File: src/rtl/riscv_control_unit_pkg.sv
// Shared decode constants for the RV32I single-cycle control unit.
package riscv_pkg;

  // Supported major opcodes (instr[6:0]).
  localparam logic [6:0] OP_LOAD   = 7'b0000011;
  localparam logic [6:0] OP_STORE  = 7'b0100011;
  localparam logic [6:0] OP_RTYPE  = 7'b0110011;
  localparam logic [6:0] OP_BRANCH = 7'b1100011;
  localparam logic [6:0] OP_ITYPE  = 7'b0010011;
  localparam logic [6:0] OP_JAL    = 7'b1101111;

  // ALU operation select driven to the datapath.
  localparam logic [2:0] ALU_ADD = 3'b000;
  localparam logic [2:0] ALU_SUB = 3'b001;
  localparam logic [2:0] ALU_AND = 3'b010;
  localparam logic [2:0] ALU_OR  = 3'b011;
  localparam logic [2:0] ALU_SLT = 3'b101;

  // Immediate format select.
  localparam logic [1:0] IMM_I = 2'b00;
  localparam logic [1:0] IMM_S = 2'b01;
  localparam logic [1:0] IMM_B = 2'b10;
  localparam logic [1:0] IMM_J = 2'b11;

  // Writeback source select.
  localparam logic [1:0] RES_ALU = 2'b00;
  localparam logic [1:0] RES_MEM = 2'b01;
  localparam logic [1:0] RES_PC4 = 2'b10;

  // Class of ALU work requested by the main decoder; 2'b11 is never produced.
  typedef enum logic [1:0] {
    ALUOP_ADD   = 2'b00,
    ALUOP_SUB   = 2'b01,
    ALUOP_FUNCT = 2'b10
  } aluop_e;

  // Bundle of main-decoder outputs.
  typedef struct packed {
    logic       reg_write;
    logic [1:0] imm_src;
    logic       alu_src;
    logic       mem_write;
    logic [1:0] result_src;
    logic       branch;
    aluop_e     alu_op;
    logic       jump;
    logic       illegal;
  } main_ctrl_t;

endpackage

File: src/rtl/riscv_control_unit_if.sv
// Instruction fields in, datapath controls out.
interface riscv_control_unit_if;
  logic [6:0] Opcode;
  logic [2:0] funct3;
  logic       funct7;
  logic       zero;
  logic [2:0] ALUControl;
  logic [1:0] ImmSrc;
  logic       RegWrite;
  logic       ALUSrc;
  logic       MemWrite;
  logic [1:0] ResultSrc;
  logic       Branch;
  logic       Jump;
  logic       PCSrc;
  logic       IllegalOp;
  logic       IllegalSticky;

  // Fetch/datapath side: supplies instruction fields, consumes controls.
  modport master (
    output Opcode, funct3, funct7, zero,
    input  ALUControl, ImmSrc, RegWrite, ALUSrc, MemWrite, ResultSrc,
           Branch, Jump, PCSrc, IllegalOp, IllegalSticky
  );

  // Control unit side.
  modport slave (
    input  Opcode, funct3, funct7, zero,
    output ALUControl, ImmSrc, RegWrite, ALUSrc, MemWrite, ResultSrc,
           Branch, Jump, PCSrc, IllegalOp, IllegalSticky
  );
endinterface

File: src/rtl/riscv_control_unit_alu_decoder.sv
// ALU decoder: maps ALUOp plus funct fields onto an ALU operation.
module riscv_alu_decoder
  import riscv_pkg::*;
(
  input  aluop_e     alu_op,
  input  logic [2:0] funct3,
  input  logic       op5,
  input  logic       funct7,
  output logic [2:0] alu_control
);

  // Select ALU operation; only R-type with funct7 set turns funct3=000 into sub.
  always_comb begin
    // NOTE: default assigned first so every path drives alu_control and no latch is inferred.
    alu_control = ALU_ADD;
    case (alu_op)
      ALUOP_ADD: alu_control = ALU_ADD;
      ALUOP_SUB: alu_control = ALU_SUB;
      ALUOP_FUNCT: begin
        case (funct3)
          3'b000:  alu_control = (op5 && funct7) ? ALU_SUB : ALU_ADD;
          3'b010:  alu_control = ALU_SLT;
          3'b110:  alu_control = ALU_OR;
          3'b111:  alu_control = ALU_AND;
          default: alu_control = ALU_ADD;
        endcase
      end
      default: alu_control = ALU_ADD;
    endcase
  end

endmodule

File: src/rtl/riscv_control_unit.sv
// RV32I control unit: main decoder, PC select and sticky illegal-opcode flag.
module riscv_control_unit
  import riscv_pkg::*;
(
  input  logic               clk,
  input  logic               rst_n,
  riscv_control_unit_if.slave cu
);

  main_ctrl_t ctrl;
  logic [2:0] alu_control;
  logic       illegal_sticky;

  // Main decoder; unsupported opcodes drive every control low and flag illegal.
  always_comb begin
    ctrl = '{reg_write: 1'b0, imm_src: IMM_I, alu_src: 1'b0, mem_write: 1'b0,
             result_src: RES_ALU, branch: 1'b0, alu_op: ALUOP_ADD, jump: 1'b0,
             illegal: 1'b0};
    case (cu.Opcode)
      OP_LOAD: begin
        ctrl.reg_write  = 1'b1;
        ctrl.alu_src    = 1'b1;
        ctrl.result_src = RES_MEM;
      end
      OP_STORE: begin
        ctrl.imm_src    = IMM_S;
        ctrl.alu_src    = 1'b1;
        ctrl.mem_write  = 1'b1;
      end
      OP_RTYPE: begin
        ctrl.reg_write  = 1'b1;
        ctrl.alu_op     = ALUOP_FUNCT;
      end
      OP_BRANCH: begin
        ctrl.imm_src    = IMM_B;
        ctrl.branch     = 1'b1;
        ctrl.alu_op     = ALUOP_SUB;
      end
      OP_ITYPE: begin
        ctrl.reg_write  = 1'b1;
        ctrl.alu_src    = 1'b1;
        ctrl.alu_op     = ALUOP_FUNCT;
      end
      OP_JAL: begin
        ctrl.reg_write  = 1'b1;
        ctrl.imm_src    = IMM_J;
        ctrl.result_src = RES_PC4;
        ctrl.jump       = 1'b1;
      end
      default: ctrl.illegal = 1'b1;
    endcase
  end

  riscv_alu_decoder u_alu_decoder (
    .alu_op      (ctrl.alu_op),
    .funct3      (cu.funct3),
    .op5         (cu.Opcode[5]),
    .funct7      (cu.funct7),
    .alu_control (alu_control)
  );

  // Sticky illegal flag: set on any clocked illegal opcode, cleared only by reset.
  always_ff @(posedge clk or negedge rst_n) begin
    if (!rst_n) begin
      illegal_sticky <= 1'b0;
    end else begin
      // NOTE: non-blocking so the flag updates as a true register at the clock edge.
      illegal_sticky <= illegal_sticky | ctrl.illegal;
    end
  end

  assign cu.ALUControl    = alu_control;
  assign cu.ImmSrc        = ctrl.imm_src;
  assign cu.RegWrite      = ctrl.reg_write;
  assign cu.ALUSrc        = ctrl.alu_src;
  assign cu.MemWrite      = ctrl.mem_write;
  assign cu.ResultSrc     = ctrl.result_src;
  assign cu.Branch        = ctrl.branch;
  assign cu.Jump          = ctrl.jump;
  assign cu.PCSrc         = (ctrl.branch & cu.zero) | ctrl.jump;
  assign cu.IllegalOp     = ctrl.illegal;
  assign cu.IllegalSticky = illegal_sticky;

endmodule

File: src/flat_wrapper.sv
// flat-port wrapper written by rule: the top's interface ports become plain ports
module riscv_control_unit_flat import riscv_pkg::*;
  (clk, rst_n, cu_Opcode, cu_funct3, cu_funct7, cu_zero, cu_ALUControl, cu_ImmSrc, cu_RegWrite, cu_ALUSrc, cu_MemWrite, cu_ResultSrc, cu_Branch, cu_Jump, cu_PCSrc, cu_IllegalOp, cu_IllegalSticky);
  riscv_control_unit_if cu_i ();
  input  logic clk;
  input  logic rst_n;
  input wire logic [$bits(cu_i.Opcode)-1:0] cu_Opcode;
  input wire logic [$bits(cu_i.funct3)-1:0] cu_funct3;
  input wire logic [$bits(cu_i.funct7)-1:0] cu_funct7;
  input wire logic [$bits(cu_i.zero)-1:0] cu_zero;
  output wire logic [$bits(cu_i.ALUControl)-1:0] cu_ALUControl;
  output wire logic [$bits(cu_i.ImmSrc)-1:0] cu_ImmSrc;
  output wire logic [$bits(cu_i.RegWrite)-1:0] cu_RegWrite;
  output wire logic [$bits(cu_i.ALUSrc)-1:0] cu_ALUSrc;
  output wire logic [$bits(cu_i.MemWrite)-1:0] cu_MemWrite;
  output wire logic [$bits(cu_i.ResultSrc)-1:0] cu_ResultSrc;
  output wire logic [$bits(cu_i.Branch)-1:0] cu_Branch;
  output wire logic [$bits(cu_i.Jump)-1:0] cu_Jump;
  output wire logic [$bits(cu_i.PCSrc)-1:0] cu_PCSrc;
  output wire logic [$bits(cu_i.IllegalOp)-1:0] cu_IllegalOp;
  output wire logic [$bits(cu_i.IllegalSticky)-1:0] cu_IllegalSticky;
  assign cu_i.Opcode = cu_Opcode;
  assign cu_i.funct3 = cu_funct3;
  assign cu_i.funct7 = cu_funct7;
  assign cu_i.zero = cu_zero;
  assign cu_ALUControl = cu_i.ALUControl;
  assign cu_ImmSrc = cu_i.ImmSrc;
  assign cu_RegWrite = cu_i.RegWrite;
  assign cu_ALUSrc = cu_i.ALUSrc;
  assign cu_MemWrite = cu_i.MemWrite;
  assign cu_ResultSrc = cu_i.ResultSrc;
  assign cu_Branch = cu_i.Branch;
  assign cu_Jump = cu_i.Jump;
  assign cu_PCSrc = cu_i.PCSrc;
  assign cu_IllegalOp = cu_i.IllegalOp;
  assign cu_IllegalSticky = cu_i.IllegalSticky;
  riscv_control_unit u_core (.clk(clk), .rst_n(rst_n), .cu(cu_i));
endmodule
File: config.mk
export PLATFORM = sky130hd
export DESIGN_NAME = riscv_control_unit_flat
export DESIGN_NICKNAME = d
export VERILOG_FILES = /design/src/rtl/riscv_control_unit_pkg.sv /design/src/rtl/riscv_control_unit_if.sv /design/src/rtl/riscv_control_unit_alu_decoder.sv /design/src/rtl/riscv_control_unit.sv /design/src/flat_wrapper.sv
export SDC_FILE = /design/constraint.sdc
export NUM_CORES = 1
export LEC_CHECK = 0
export BUFFER_PORTS_ARGS = -buffer_cell sky130_fd_sc_hd__buf_2
export CORE_AREA = 3 3 40 42
export CTS_CLUSTER_SIZE = 24
export DETAILED_ROUTE_END_ITERATION = 7
export DIE_AREA = 0 0 43 45
export PLACE_DENSITY_LB_ADDON = 0.1
export SETUP_SLACK_MARGIN = 0.2
export SLEW_MARGIN = 0
export SYNTH_ARGS = -nofsm -noshare
export SYNTH_HDL_FRONTEND = slang
export SYNTH_SLANG_ARGS = --single-unit
export TNS_END_PERCENT = 5
File: constraint.sdc
create_clock -name clk -period 1.02 [get_ports clk]
set_input_delay 0 -clock clk [delete_from_list [all_inputs] [get_ports clk]]
set_output_delay 0 -clock clk [all_outputs]
set_load 0.005 [all_outputs]
==> run_results.csv, run 1 <==
group,metric,value,unit
place,place_ws,-0.313,ns
grt,grt_max_degree,6,
critical_path,cp.required,1.02,ns
floorplan,io_pins,29,
synthesis,synthAdderAreaFrac,0.0913,
power,total_power,189,µW
timing,layout_worst_path_cycle_share,1.26,
timing,setup_viol,3,
clock_network,clock_latency,0,ns
timing,rsz0062_at_grt,"yes",
cells_and_area,drive_gt1_frac,0.744,
timing,relSlewSlack,0.863,
synthesis,synth-xor-area-share,0,
synthesis,yosys-mux-area-fraction,0,
synthesis,synth_edf_count,0,
synthesis,syn_area,274,µm²
synthesis,syn_nets,57,
timing,fin_ws,-0.263,ns
power,power.density,286,nW/µm²
timing,max_freq,0.779,GHz
critical_path,worstPathMaxFanout,3,
critical_path,arrival,1.28,ns
cells_and_area,largest_reg_flops,1,
grt,grt_pass1_wl,1.50,mm
floorplan,start_util,0.213,
synthesis,ys.flop_type,"dfrtp_1",
synthesis,synth_top_area_frac,0.110,
synthesis,syn_area_per_cell,6.68,µm²
place,gp_congestion,0.727,
cells_and_area,final_cells,97,
cells_and_area,multi_input_area,342,µm²
route,drc,0,
power,p_leak,0.000334,µW
floorplan,rows,13,
run_status,outcome,"finished, violations left",
timing,min_period,1.28,ns
critical_path,critPathCaptureType,"output pin",
timing,hold_violations,0,
critical_path,critPathKind,"in2out",
route,drtPass1Iterations,3,
floorplan,fp.coreArea,1280,µm²
synthesis,yosysTopAreaCell,"nor3_1",
cells_and_area,syn_to_final_growth,141,%
route,wl_per_cell,9.52,µm
place,portBuffers,28,
synthesis,synth_seq_cells,1,
synthesis,synth.most_common_cell,"nor3_1",
flow_run,max_cap_violations,0,
synthesis,synth.distinct_cells,21,
floorplan,dieHeight,45,µm
route,vias_per_cell,4.47,
floorplan,dieArea,1940,µm²
grt,grt_overflow,0,
run_status,violations,"negative setup slack",
cells_and_area,nNetsFinal,100,
synthesis,synth_area_leaders,"nor3_1, a21oi_1, dfrtp_1, ha_1, nand3b_4",
critical_path,cp_cell_sequence,"buf_6, or2_4, or3_4, ha_4, and4b_1, buf_2",
timing,finalSetupTns,-0.769,ns
synthesis,synth_compound_area_frac,0.169,
cells_and_area,final_core_util,0.513,
cells_and_area,diodes,0,
critical_path,crit_slowest_cell,"or3_4",
route,wl,923,µm
route,ant_nets,0,
grt,grt_pass1_vias,393,
synthesis,synth_top_family_by_area,"simple AND/OR/NAND/NOR gates",
timing,final_max_slew_viol_count,0,
critical_path,cp-start-kind,"input port",
power,ir_drop,224,µV
synthesis,yosys_warnings,0,
cells_and_area,seqCellArea,25.0,µm²
timing,worst_pin_slew,0.204,ns
synthesis,synthArstFlopShare,1.00,
synthesis,synth_top_cells_by_count,"nor3_1, a21oi_1, nand2_1, nor2_1",
place,dp_hpwl,784,µm
floorplan,die_w,43,µm
synthesis,synth_simple_gate_area_share,0.621,
route,vias,434,
cells_and_area,fillers,132,
worst_hold_path,hp-class,"in2out",
timing,skew,0,ns
place,placedCellCount,96,
synthesis,synth-seq-area-share,0.0913,
critical_path,max_stage_delay,0.36,ns
synthesis,synth_cells,41,
grt,track_usage,0.0925,
grt,antenna_found_initial,0,
route,drt-initial-drc-count,2,
## kinds of logic after synthesis
logic type	after synthesis
AND/OR/NAND/NOR	28
adder cells (fa/ha/maj)	2
flip-flops	1
AO/OA/AOI/OAI	8
buffers and inverters	2
## through the flow
step                      area (µm²)  hold WS, ns
final                            659        0.311
after floorplan                  300       -0.296
after global routing             659        0.340
after detailed placement         549       -0.224
after global placement           549       -0.225
after CTS                        623        0.309
## where the power goes
part	internal, µW	switching [µW]	leakage, µW
sequential	40.4	0	0.00000875
combinational	78.0	70.1	0.000325
clock	0	0	0
total	118	70.1	0.000334
## per-layer routing
| metal | GRT usage | vias to the layer above | share of wire |
|---|---|---|---|
| met4 | 0 | 0 | 0 |
| met5 | 0 | - | 0 |
| li1 | - | 229 | - |
| met3 | 0.00398 | 0 | 0.077 |
| met1 | 0.118 | 188 | 0.44 |
| met2 | 0.183 | 17 | 0.48 |
## critical path, delay by kind of cell
| kind | cells | cell delay [ns] |
|---|---|---|
| simple gates | 3 | 0.79 |
| buf+inv | 2 | 0.21 |
| fa+ha+maj | 1 | 0.28 |
## cell usage in the layout (no fill, tap or decap), types with 2 or more instances in the layout
cell type and n:
a21oi_1 2, nor3_4 2, nand3_1 2, buf_2 25, nand2_1 4, or2_4 2, nor3_2 3, buf_4 10
a21oi_2 3, nor2_1 4, buf_6 5
## timing repair
item | in CTS | in global routing
resized for setup | 13 | 8
pin swaps | 7 | 4
hold endpoints to repair | 1 | 0
gates cloned | 0 | 0
setup buffers | 0 | 0
setup endpoints to repair | 14 | 14
hold buffers | 1 | 0
## path summary, 6_finish.rpt
kind / from / endpoint / slack, ns / depth (start not counted)
setup / recovery: cu_Opcode[3] / cu_ALUControl[1] / -0.26 / 6
hold / removal: cu_funct3[1] / cu_ALUControl[2] / 0.31 / 3
setup reg to reg: u_core.cu.IllegalSticky / u_core.cu.IllegalSticky / 0.40 / 1
hold reg to reg: u_core.cu.IllegalSticky / u_core.cu.IllegalSticky / 0.46 / 1
max in group asynchronous: rst_n / u_core.cu.IllegalSticky / 0.62 / 2
min in group asynchronous: rst_n / u_core.cu.IllegalSticky / 0.32 / 2
## final cells by class
| type | instances | area share |
|---|---|---|
| sequential | 1 | 0.0380 |
| multi-input combinational | 38 | 0.518 |
| inverter | 2 | 0.0114 |
| timing repair buffer | 41 | 0.404 |
| tap | 15 | 0.0285 |
No activity file was read; power rests on OpenSTA's default activity.
==> run 2, diff against run 1 <==
- REMOVE_ABC_BUFFERS: default -> 1
==> run 2 against run 1 <==
The flow still finishes with violations (negative setup slack). Highest routed layer unchanged. Global-route usage fell by 0.19 points. Worst hold slack lost 0.0025 ns. Power is 3.4% higher. Clock skew stayed put. Largest cell class unchanged.
==> run_results.csv, run 2 (synthesized netlist as in run 1, its figures left out) <==
group,metric,value,unit
timing,worst_pin_slew,0.198,ns
route,drt-initial-drc-count,0,
floorplan,dieArea,1940,µm²
cells_and_area,seqCellArea,25.0,µm²
critical_path,arrival,1.29,ns
cells_and_area,multi_input_area,347,µm²
place,dp_hpwl,777,µm
clock_network,clock_latency,0,ns
critical_path,critPathKind,"in2out",
floorplan,io_pins,29,
critical_path,cp-start-kind,"input port",
critical_path,r2r_setup_slack,0.39,ns
cells_and_area,largest_reg_flops,1,
cells_and_area,layout_commonest_cell,"buf_2",
route,wl,1.00,mm
route,drtPass1Iterations,1,
floorplan,fp.coreArea,1280,µm²
grt,track_usage,0.0906,
grt,grt_max_degree,6,
cells_and_area,final_cells,96,
floorplan,rows,13,
timing,final_max_slew_viol_count,0,
timing,max_freq,0.775,GHz
clock_network,post-cts-setup-buffers,0,
route,wl_per_cell,10.5,µm
route,ant_nets,0,
run_status,violations,"negative setup slack",
floorplan,dieHeight,45,µm
timing,min_period,1.29,ns
power,ir_drop,226,µV
cells_and_area,diodes,0,
cells_and_area,stdcell_area,666,µm²
place,gp_congestion,0.722,
timing,rsz0062_at_grt,"yes",
timing,hold_violations,0,
worst_hold_path,hp-class,"in2async",
power,power.density,293,nW/µm²
floorplan,start_util,0.213,
cells_and_area,final_cell_mix,"buf_2, buf_4, buf_6",
critical_path,rr_startpoint,"u_core.cu.IllegalSticky",
power,p_leak,0.000334,µW
cells_and_area,nNetsFinal,99,
timing,relSlewSlack,0.868,
place,portBuffers,28,
place,placedCellCount,95,
run_status,outcome,"finished, violations left",
floorplan,die_w,43,µm
critical_path,r2r_cells,1,
timing,setup_viol,3,
route,drc,0,
route,vias,440,
timing,fin_ws,-0.270,ns
timing,layout_worst_path_cycle_share,1.26,
grt,antenna_found_initial,0,
critical_path,cp.required,1.02,ns
grt,grt_pass1_wl,1.44,mm
critical_path,r2r-end,"u_core.cu.IllegalSticky",
place,placed_area,515,µm²
clock_network,clk_pin_slew_worst_paths,0,ns
flow_run,max_cap_violations,0,
critical_path,worstPathMaxFanout,3,
cells_and_area,fillers,137,
cells_and_area,drive_gt1_frac,0.753,
route,vias_per_cell,4.58,
critical_path,critPathCaptureType,"output pin",
grt,grt_overflow,0,
grt,grt_pass1_vias,380,
timing,skew,0,ns
cells_and_area,syn_to_final_growth,143,%
run 2: power by group:
group	internal, µW	switching (µW)	total (µW)
logic	81.7	72.8	154
registers	40.4	0	40.4
clock network	0	0	0
total	122	72.8	195
run 2: worst max-delay path by stage:
stage,slack [ns],from,end
after detailed placement,-0.43,cu_Opcode[3],cu_ALUControl[0]
after CTS,-0.27,cu_Opcode[2],cu_ALUControl[1]
final,-0.27,cu_Opcode[2],cu_ALUControl[1]
after floorplan,-0.14,cu_Opcode[3],cu_ALUControl[1]
after global placement,-0.42,cu_Opcode[3],cu_ALUControl[0]
after global routing,-0.33,cu_Opcode[2],cu_ALUControl[0]
run 2: cell type report:
cell class                      count  area share
Multi-Input combinational cell     38       0.521
Timing Repair Buffer               40       0.402
Sequential cell                     1      0.0376
Tap cell                           15      0.0282
Inverter                            2      0.0113
run 2: worst max-delay path, cell delays in order:
cell,delay [ns]
buf_6,0.09
or2_4,0.26
or3_4,0.36
ha_4,0.28
and4b_1,0.18
buf_2,0.12
run 2: metal layers:
layer / vias up / share of wire / GRT usage
li1: 229 / - / -
met1: 191 / 0.41 / 0.118
met2: 20 / 0.50 / 0.174
met3: 0 / 0.097 / 0.00797
met4: 0 / 0 / 0
met5: - / 0 / 0
run 2: what timing repair did:
| action | CTS | global route |
|---|---|---|
| gates resized for setup | 16 | 13 |
| pin swaps | 9 | 7 |
| hold buffers | 1 | 0 |
| endpoints found under the setup margin | 14 | 14 |
| endpoints found under the hold margin | 1 | 0 |
run 2: through the flow:
stage / utilization / setup WS, ns / hold WS (ns) / power (µW) / setup TNS, ns
2_1_floorplan: - / -0.145 / -0.296 / 73.4 / -0.367
3_5_place_dp: 0.401 / -0.432 / -0.225 / 150 / -1.17
6_report: 0.518 / -0.270 / 0.308 / 195 / -0.766
4_1_cts: 0.476 / -0.271 / 0.306 / 176 / -0.777
5_1_grt: 0.518 / -0.330 / 0.338 / 210 / -0.914
3_3_place_gp: 0.401 / -0.424 / -0.224 / 150 / -1.17
==> run 3, diff against run 2 <==
- PLACE_DENSITY: default -> 0.53
- PLACE_DENSITY_LB_ADDON: 0.1 -> default
- SKIP_LAST_GASP: default -> 1
==> run 3 against run 2 <==
The run still ends with negative setup slack left. Wire length decreased by 9.5%. Critical path depth increased by 3. Worst setup slack got worse by 0.037 ns. Worst hold slack got worse by 0.011 ns. Clock skew unchanged. First-iteration DRC count increased by 6. Die area unchanged.
==> run_results.csv, run 3 (synthesized netlist as in run 1, its figures left out) <==
group,metric,value,unit
run_status,outcome,"finished, violations left",
run_status,violations,"negative setup slack",
cells_and_area,diodes,0,
worst_hold_path,hp-class,"in2out",
flow_run,max_cap_violations,0,
critical_path,arrival,1.33,ns
timing,skew,0,ns
grt,antenna_found_initial,0,
route,drt-initial-drc-count,6,
route,vias_per_cell,4.52,
grt,grt_pass1_wl,1.50,mm
floorplan,io_pins,29,
timing,setup_viol,6,
cells_and_area,final_cell_mix,"buf_2, buf_4, nand2_1, nor3_1, a21oi_1",
floorplan,die_w,43,µm
power,seq_power_share,0.256,
power,p_sw_frac,0.347,
clock_network,clock_latency,0,ns
route,wl,909,µm
critical_path,cp_top_family,"simple AND/OR/NAND/NOR gates",
cells_and_area,fillers,141,
place,gp_congestion,0.714,
power,p_leak,0.000309,µW
critical_path,critPathKind,"in2out",
critical_path,cp.required,1.02,ns
critical_path,crit_slowest_cell,"or3_4",
cells_and_area,syn_to_final_growth,105,%
cells_and_area,largest_reg_flops,1,
route,vias,434,
power,ir_drop,196,µV
floorplan,rows,13,
place,portBuffers,28,
critical_path,cp_cell_sequence,"buf_2, or2_4, or3_4, buf_4, inv_2, ha_1, a31oi_1, a21oi_1, buf_2",
power,power.internal,103,µW
route,wl_per_cell,9.47,µm
cells_and_area,layout_commonest_cell,"buf_2",
timing,final_max_slew_viol_count,0,
timing,min_period,1.33,ns
floorplan,start_util,0.213,
place,placed_area,515,µm²
timing,max_freq,0.754,GHz
route,ant_nets,0,
critical_path,worstPathMaxFanout,3,
grt,grt_overflow,0,
timing,worst_pin_slew,0.352,ns
clock_network,post-cts-setup-buffers,0,
route,drtPass1Iterations,4,
route,drc,0,
timing,hold_ws,0.297,ns
critical_path,max_stage_delay,0.35,ns
critical_path,critPathCaptureType,"output pin",
critical_path,crit_buf_inv,4,
grt,track_usage,0.0930,
timing,relSlewSlack,0.764,
power,power.density,281,nW/µm²
power,power.switching,54.8,µW
cells_and_area,stdcell_area,563,µm²
timing,rsz0062_at_grt,"yes",
timing,fin_ws,-0.307,ns
timing,hold_violations,0,
floorplan,fp.coreArea,1280,µm²
floorplan,dieHeight,45,µm
power,comb_power_share,0.744,
timing,layout_worst_path_cycle_share,1.30,
grt,grt_max_degree,7,
floorplan,dieArea,1940,µm²
cells_and_area,drive_gt1_frac,0.617,
critical_path,cpMostUsedCell,"buf_2",
grt,grt_pass1_vias,377,
critical_path,cp-start-kind,"input port",
place,dp_hpwl,778,µm
power,clockPowerShare,0,
cells_and_area,nNetsFinal,99,
[run 3: repair_timing]
item	4_1_cts	5_1_grt
endpoints found under the setup margin	14	14
pin swaps	0	4
cloned	0	0
endpoints found under the hold margin	1	0
resized for setup	3	4
hold buffers	1	0
[run 3: power groups by stage]
stage	sequential (µW)	combinational, µW	clock, µW
2_1_floorplan	40.4	33.0	0
3_3_place_gp	40.4	106	0
4_1_cts	40.4	112	0
6_report	40.4	118	0
3_5_place_dp	40.4	106	0
5_1_grt	40.4	131	0
[run 3: worst paths after layout]
path,slack [ns],cells past startpoint,to,start
min reg2reg,0.47,1,u_core.cu.IllegalSticky,u_core.cu.IllegalSticky
max in group asynchronous,0.62,2,u_core.cu.IllegalSticky,rst_n
min in group asynchronous,0.31,2,u_core.cu.IllegalSticky,rst_n
max,-0.31,9,cu_ALUControl[0],cu_Opcode[3]
max reg2reg,0.38,1,u_core.cu.IllegalSticky,u_core.cu.IllegalSticky
min,0.30,3,cu_ALUControl[2],cu_funct3[1]
[run 3: final cells by class]
type	instances	area, µm²	area share
inverters	2	7.51	0.0133
repair buffers	40	233	0.413
flip-flops and latches	1	25.0	0.0444
well taps	15	18.8	0.0333
multi-input cells	38	279	0.496
[run 3: through the flow]
stage	total power, µW	instances	setup slack, ns	setup TNS [ns]	util
after global routing	171	96	-0.426	-1.75	0.438
after detailed placement	147	95	-0.491	-1.34	0.401
after floorplan	73.4	41	-0.145	-0.367	-
after CTS	153	96	-0.343	-1.17	0.419
after global placement	146	95	-0.376	-1.16	0.401
final	158	96	-0.307	-1.02	0.438
[run 3: layer usage]
metal  track usage  wire length [µm]  vias to the layer above
li1              -                 -                      227
met1         0.120               380                      184
met2         0.180               434                       23
met3       0.00797                94                        0
met4             0                 0                        0
met5             0                 0                        -
